File: config.mk
export PLATFORM = sky130hd
export DESIGN_NAME = tinyqv_mem_arbiter
export DESIGN_NICKNAME = d
export VERILOG_FILES = /design/src/rtl/tinyqv_mem_arbiter.sv
export SDC_FILE = /design/constraint.sdc
export NUM_CORES = 1
export LEC_CHECK = 0
export ABC_AREA = 1
export BUFFER_PORTS_ARGS = -buffer_cell sky130_fd_sc_hd__buf_2
export CORE_AREA = 3 3 102 104
export DETAILED_ROUTE_END_ITERATION = 7
export DIE_AREA = 0 0 105 107
export GPL_TIMING_DRIVEN = 0
export HOLD_SLACK_MARGIN = 0.15
export PLACE_DENSITY_LB_ADDON = 0.25
export SKIP_LAST_GASP = 1
export SYNTH_ARGS = -nofsm -noshare
export SYNTH_HDL_FRONTEND = slang
export SYNTH_SLANG_ARGS = --single-unit
File: constraint.sdc
create_clock -name clk -period 1.66 [get_ports clk]
set_input_delay 0.083 -clock clk [delete_from_list [all_inputs] [get_ports clk]]
set_output_delay 0.083 -clock clk [all_outputs]
set_load 0.01 [all_outputs]
File: src/rtl/tinyqv_mem_arbiter.sv
// Memory arbiter between the TinyQV instruction prefetcher and its data port.
// A single streaming-read controller is shared; data accesses always win.
module tinyqv_mem_arbiter #(
    parameter int ADDR_BITS = 24
) (
    input  logic                 clk,
    input  logic                 rst,

    input  logic [23:1]          instr_addr,
    input  logic                 instr_fetch_restart,
    input  logic                 instr_fetch_stall,
    output logic                 instr_fetch_started,
    output logic                 instr_fetch_stopped,
    output logic [15:0]          instr_data_in,
    output logic                 instr_ready,

    input  logic [27:0]          data_addr,
    input  logic [1:0]           data_write_n,
    input  logic [1:0]           data_read_n,
    input  logic [31:0]          data_out,
    input  logic                 data_continue,
    output logic                 data_ready,
    output logic [31:0]          data_in,

    output logic                 ctrl_start,
    output logic                 ctrl_stop,
    output logic [ADDR_BITS-1:0] ctrl_addr,
    output logic                 ctrl_write,
    output logic [1:0]           ctrl_size,
    output logic [31:0]          ctrl_wdata,
    input  logic                 ctrl_busy,
    input  logic                 ctrl_rvalid,
    input  logic [15:0]          ctrl_rdata,
    input  logic                 ctrl_done
);

    typedef enum logic [2:0] {IDLE, INSTR, STOP, DRD, DWR} state_t;

    state_t                 state_reg;
    logic                   ctrl_start_reg;
    logic                   ctrl_stop_reg;
    logic [ADDR_BITS-1:0]   ctrl_addr_reg;
    logic                   ctrl_write_reg;
    logic [1:0]             ctrl_size_reg;
    logic [31:0]            ctrl_wdata_reg;
    logic                   started_reg;
    logic                   stopped_reg;
    logic                   data_ready_reg;
    logic [31:0]            data_in_reg;
    logic                   half_reg;

    logic data_req;
    logic fetch_break;

    assign data_req    = (data_read_n != 2'b11) || (data_write_n != 2'b11);
    assign fetch_break = data_req || instr_fetch_stall || instr_fetch_restart;

    // Data accesses are independent transactions and only the low address bits reach memory.
    logic unused_ok;
    assign unused_ok = &{1'b0, data_continue, data_addr[27:ADDR_BITS]};

    always_ff @(posedge clk) begin
        if (rst) begin
            state_reg      <= IDLE;
            ctrl_start_reg <= 1'b0;
            ctrl_stop_reg  <= 1'b0;
            ctrl_addr_reg  <= '0;
            ctrl_write_reg <= 1'b0;
            ctrl_size_reg  <= 2'b11;
            ctrl_wdata_reg <= '0;
            started_reg    <= 1'b0;
            stopped_reg    <= 1'b0;
            data_ready_reg <= 1'b0;
            data_in_reg    <= '0;
            half_reg       <= 1'b0;
        end else begin
            ctrl_start_reg <= 1'b0;
            started_reg    <= 1'b0;
            stopped_reg    <= 1'b0;
            data_ready_reg <= 1'b0;
            case (state_reg)
                IDLE: begin
                    // The cycle showing data_ready is a bubble, so a request the CPU
                    // has not yet released is not mistaken for a new one.
                    if (!ctrl_busy && !data_ready_reg) begin
                        if (data_write_n != 2'b11) begin
                            ctrl_start_reg <= 1'b1;
                            ctrl_addr_reg  <= data_addr[ADDR_BITS-1:0];
                            ctrl_size_reg  <= data_write_n;
                            ctrl_write_reg <= 1'b1;
                            ctrl_wdata_reg <= data_out;
                            state_reg      <= DWR;
                        end else if (data_read_n != 2'b11) begin
                            ctrl_start_reg <= 1'b1;
                            ctrl_addr_reg  <= data_addr[ADDR_BITS-1:0];
                            ctrl_size_reg  <= data_read_n;
                            ctrl_write_reg <= 1'b0;
                            data_in_reg    <= '0;
                            half_reg       <= 1'b0;
                            state_reg      <= DRD;
                        end else if (instr_fetch_restart && !instr_fetch_stall) begin
                            ctrl_start_reg <= 1'b1;
                            ctrl_addr_reg  <= {instr_addr[ADDR_BITS-1:1], 1'b0};
                            ctrl_size_reg  <= 2'b11;
                            ctrl_write_reg <= 1'b0;
                            started_reg    <= 1'b1;
                            state_reg      <= INSTR;
                        end
                    end
                end
                INSTR: begin
                    if (fetch_break) begin
                        ctrl_stop_reg <= 1'b1;
                        state_reg     <= STOP;
                    end
                end
                STOP: begin
                    if (!ctrl_busy) begin
                        ctrl_stop_reg <= 1'b0;
                        stopped_reg   <= 1'b1;
                        state_reg     <= IDLE;
                    end
                end
                DRD: begin
                    if (ctrl_rvalid) begin
                        if (!half_reg) begin
                            data_in_reg[15:0] <= (ctrl_size_reg == 2'b00) ?
                                                 {8'h00, ctrl_rdata[7:0]} : ctrl_rdata;
                            if (ctrl_size_reg == 2'b10) begin
                                half_reg <= 1'b1;
                            end else begin
                                data_ready_reg <= 1'b1;
                                state_reg      <= IDLE;
                            end
                        end else begin
                            data_in_reg[31:16] <= ctrl_rdata;
                            data_ready_reg     <= 1'b1;
                            state_reg          <= IDLE;
                        end
                    end
                end
                DWR: begin
                    if (ctrl_done) begin
                        data_ready_reg <= 1'b1;
                        state_reg      <= IDLE;
                    end
                end
                default: state_reg <= IDLE;
            endcase
        end
    end

    // Halfwords are forwarded combinationally, but never in a cycle that ends the stream.
    assign instr_ready         = !rst && (state_reg == INSTR) && ctrl_rvalid && !fetch_break;
    assign instr_data_in       = ctrl_rdata;
    assign instr_fetch_started = started_reg;
    assign instr_fetch_stopped = stopped_reg;
    assign data_ready          = data_ready_reg;
    assign data_in             = data_in_reg;
    assign ctrl_start          = ctrl_start_reg;
    assign ctrl_stop           = ctrl_stop_reg;
    assign ctrl_addr           = ctrl_addr_reg;
    assign ctrl_write          = ctrl_write_reg;
    assign ctrl_size           = ctrl_size_reg;
    assign ctrl_wdata          = ctrl_wdata_reg;

endmodule

# After elaboration in Yosys (flattened, before gate mapping)
# Cells that the tools add are included.
# Widths: inputs -> output; s select.
[op_classes] add_sub_neg=0 multipliers=0 div_mod_pow=0 magnitude_cmp=0 n_eq_ne=18 shift=0 mux=47 bitwise=3 n_reduce_logical=28
[ops] cell="$mux 32" n=4
[ops] cell="$mux 24" n=3
[ops] cell="$pmux 32 s2" n=1
[ops] cell="$mux 16" n=3
[ops] cell="$mux 3" n=10
[ops] cell="$ne 2x2->1 const B" n=11
[ops] cell="$mux 1" n=19
[ops] cell="$pmux 3 s5" n=1
[ops] cell="$reduce_and 6->1" n=2
[ops] cell="$reduce_and 3->1" n=3
[ops] cell="$reduce_and 7->1" n=1
[ops] cell="$eq 3x2->1 const B" n=2
[ops] cell="$mux 2" n=3
[ops] cell="$pmux 1 s2" n=3
[ops] cell="$logic_and 1x1->1" n=5
[ops] cell="$logic_not 1->1" n=5
[ops] cell="$reduce_and 5->1" n=1
[ops] cell="$reduce_or 5->1" n=1
[ops] cell="$ne 4x4->1 const B" n=1
[ops] cell="$reduce_bool 2->1" n=2
[ops] cell="$eq 3x1->1 const B" n=1
[ops] cell="$eq 3x3->1 const B" n=1
[ops] cell="$logic_not 3->1" n=1
[ops] cell="$logic_or 1x1->1" n=3
[ops] cell="other kinds (7)" n=9
[totals] register_bits=100 latchBits=0 mem_bits_rw=0 mem_bits_ro=0 inputBits=111 output_inout_bits=113 wordCells=109 memories=0

# Logic depth before layout (Yosys ltp)
[depth] word_depth=7 ltp_mapped=12 mapped_depth_nobuf=10

# Worst setup path before layout
# OpenSTA, ideal clock, no wires.
[synth_timing] path_kind="flip-flop to flip-flop" start="register state_reg[1]" end="register data_in_reg[0] (netlist: data_in[0])" setup_time_ps=113 arrival_ps=1363 t_required_ps=1547 slack_ps=184 stages_incl_launch_ff=10 n_path_buf=3 synth_period_minus_slack_ps=1476 cell_sequence="dfxtp_1 > buf_2 > nor2_4 > nand2_2 > nor2_2 > nor2_4 > buf_4 > buf_4 > a21oi_2 > nor2_1"
[synth_between] elab_chain_cells=3 word_cells_on_any_way=10 cone_classes="eq/ne (6); mux (1); reduce/logical (3)"
[synth_rtl] element="start: declaration" line_no="39" rtl="state_t state_reg;"
[synth_rtl] element="start signal: assignment" line_no="64" rtl="state_reg <= IDLE;"
[synth_rtl] element="start signal: assignment" line_no="92" rtl="state_reg <= DWR;"
[synth_rtl] element="start signal: assignment" line_no="100" rtl="state_reg <= DRD;"
[synth_rtl] element="$eq 3x2->1 / $logic_not 3->1 (equally long branches)" line_no="81" rtl="case (state_reg)"
[synth_rtl] element="$ne 2x2->1 (no source line) / $reduce_bool 2->1 (equally long branches)"
[synth_rtl] element="$reduce_and 6->1 (no source line)"
[synth_rtl] element="end signal: assignment" line_no="127" rtl="data_in_reg[15:0] <= (ctrl_size_reg == 2'b00) ?"
[synth_rtl] element="end: declaration" line_no="49" rtl="logic [31:0] data_in_reg;"
# Parallel ways exist; a longest one is shown, timed or not.
# A chain may end at the register's enable or synchronous reset.

# Final worst setup path
[layout_timing] start="register state_reg[1]" end="register data_in_reg[7] (netlist: data_in[7])"
# Same word-level chain as after synthesis.

==> impl_metrics.env <==
export IMPL_power_mw=9.419
export IMPL_syn_to_final_growth_pct=59.84
export IMPL_rows=36
export IMPL_p_leak_nw=3.563
export IMPL_grt_usage=0.2795
export IMPL_vias=5457
export IMPL_final_hold_viol_count=0
export IMPL_post_synth_top_area_cell="dfxtp_1"
export IMPL_cp_required_ns=1.92
export IMPL_met3_usage=0.08067
export IMPL_p_seq_frac=0.358
export IMPL_crit_arrival_ns=1.85
export IMPL_clock_sinks=100
export IMPL_wire_per_inst_microns=15.32
export IMPL_min_period_over_period=0.9575
export IMPL_clockRootBuffer="clkbuf_8"
export IMPL_design_die_area_sq_um=11240
export IMPL_powerDensity_nw_per_um2=1339
export IMPL_clockBufferDepth=2
export IMPL_fmax_mhz=629.1
export IMPL_slowest_stage="dfxtp_1"
export IMPL_nFillCells=755
export IMPL_cp_end_kind="flop"
export IMPL_synth_top_area_share=0.4548
export IMPL_netlist_area_sq_um=4402
export IMPL_antenna_left=0
export IMPL_status="completed"
export IMPL_core_area_sq_um=9639
export IMPL_avgSynthCellArea_sq_um=7.511
export IMPL_dpl_hpwl_mm=10.35
export IMPL_slowest_delay_ns=0.32
export IMPL_use_met2=0.5009
export IMPL_final_cell_mix="buf_2, nand2_1, dlygate4sd3_1, nor2_1, dfxtp_1"
export IMPL_slew_headroom=0.6667
export IMPL_grt_pass1_wl_mm=25.59
export IMPL_drv_cap=0
export IMPL_layout_drive_gt1_share=0.3366
export IMPL_yosysUniqueCellTypes=26
export IMPL_slew_violations=0
export IMPL_grt_use_met1=0.3060
export IMPL_peakVddDrop_mv=0.7983
export IMPL_p_int_mw=5.674
export IMPL_hp_class="primary input to flop"
export IMPL_r2r_setup_slack_ns=0.07
export IMPL_switching_share=0.3977
export IMPL_multi_input_area_sq_um=2064
export IMPL_gp_congestion=0.8707
export IMPL_path_cells="buf_6, nor2_4, nand2_4, nand2_4, o21ai_1, nor2_2, buf_4, nand3_1, nand2_1, nor2_1"
export IMPL_crit_top_cell="nand2_4"
export IMPL_pwr_share_clk=0.182
export IMPL_io_pins=224
export IMPL_power_switching_mw=3.746
export IMPL_critPathKind="flop to flop"
export IMPL_grt_busiest_layer="met2"
export IMPL_viasPerCell=5.158
export IMPL_p_comb_frac=0.460
export IMPL_die_y_microns=107
export IMPL_synthTopCellsByArea="dfxtp_1, nand2_1, nor2_1"
export IMPL_rsz0062_at_grt="yes"
export IMPL_portBuffers=217
export IMPL_fin_nets=1030
export IMPL_finClkSkew_ns=0.01041
export IMPL_finalCriticalPeriod_ns=1.589
export IMPL_seqCellArea_sq_um=2009
export IMPL_h_tree_depth=3
export IMPL_initial_utilization=0.4566
export IMPL_grt_pass1_vias=5402
export IMPL_tritoncts="yes"
export IMPL_seq_area_frac_synth=0.4548
export IMPL_ys_ff_latch=100
export IMPL_grt_overflow_total=0
export IMPL_dr_first_iter_drc_count=408
export IMPL_worstSkewPairLatency_ns=0.36
export IMPL_dr_pass1_iters=6
export IMPL_antenna_found_initial=0
export IMPL_die_width_microns=105
export IMPL_routed_wl_mm=16.21
export IMPL_final_core_util=0.7299
export IMPL_grt_start_max_net_pins=17
export IMPL_start_kind="flop"
export IMPL_path_clk_slew_ns=0.09
export IMPL_finalSetupViolations=0
export IMPL_worst_path_max_fanout=10
export IMPL_yosysWarningCount=0
export IMPL_cts_buffers=9
export IMPL_synthCells=586
export IMPL_syn_nets=697
export IMPL_drc=0
export IMPL_final_common_cell="buf_2"
export IMPL_worst_slew_pin_slew_ns=0.4999
-- cells in the mapped netlist --
| master | number |
|---|---|
| a21oi_1 | 26 |
| a21oi_2 | 10 |
| a31oi_1 | 1 |
| buf_12 | 1 |
| buf_2 | 10 |
| buf_4 | 22 |
| buf_6 | 1 |
| clkbuf_1 | 22 |
| clkinv_1 | 2 |
| dfxtp_1 | 100 |
| inv_1 | 15 |
| inv_2 | 5 |
| nand2_1 | 113 |
| nand2_2 | 4 |
| nand3_1 | 54 |
| nand3_2 | 1 |
| nand3b_1 | 1 |
| nand4_1 | 18 |
| nor2_1 | 102 |
| nor2_2 | 5 |
| nor2_4 | 3 |
| nor3_1 | 6 |
| nor4_1 | 1 |
| o211a_1 | 23 |
| o21ai_0 | 7 |
| o21ai_1 | 33 |
-- critical path: cells and delay by family (launching register included) --
kind / cells / cell delay, ns
compound gates: 1 / 0.07
buf+inv: 2 / 0.34
flops: 1 / 0.32
simple gates: 7 / 0.76
-- metal layers --
metal / vias up / share of wire
met5: - / 0
met4: 0 / 0.034
met3: 57 / 0.078
met2: 289 / 0.51
met1: 2517 / 0.38
li1: 2594 / -
-- logic make-up after synthesis --
kind of cell    after synthesis  share of synthesized area
buf+inv                      78                    0.09352
simple gates                308                     0.3030
compound gates              100                     0.1487
flops                       100                     0.4548
-- path summary, 6_finish.rpt --
| kind | from | end | cells after the start |
|---|---|---|---|
| max | state_reg[1] | data_in[7] | 10 |
| min | rst | ctrl_start | 2 |
| max reg2reg | state_reg[1] | data_in[7] | 10 |
| min reg2reg | data_in[27] | data_in[27] | 2 |
-- final cells by class --
class                      instances  area share
timing repair buffer             323      0.3038
multi-input combinational        408      0.2934
sequential                       100      0.2856
buffer                            55     0.05015
tap                              133     0.02365
clock buffer                      10     0.01814
clock inverter                     6     0.01245
inverter                          22     0.01245
antenna                            1   0.0003557
-- metrics by stage --
step	TNS, ns	cell area [sq um]	cells	setup slack, ns	hold slack [ns]
floorplan	0	4402	586	0.1841	0.1616
global placement	-0.3735	5654	936	-0.03746	0.3048
detailed placement	-1.658	5654	936	-0.07924	0.3097
CTS	-0.1447	6933	1055	-0.03162	0.1640
global route	-0.08140	7033	1057	-0.02344	0.2328
finish	0	7036	1058	0.07052	0.1925
-- power groups by stage --
stage	Sequential (mW)	Combinational, mW	Clock [mW]
floorplan	3.63	2.25	0
global placement	3.35	3.69	0
detailed placement	3.37	3.80	0
CTS	3.33	4.04	1.73
global route	3.44	4.76	1.83
finish	3.37	4.33	1.71
-- timing repair --
item | CTS | global route
gates resized for setup | 9 | 27
gates cloned | 0 | 1
endpoints found under the hold margin | 93 | 0
hold buffers | 103 | 0
endpoints found under the setup margin | 49 | 88
pin swaps | 0 | 6
setup buffers | 0 | 2
(Power assumes the default switching activity.)
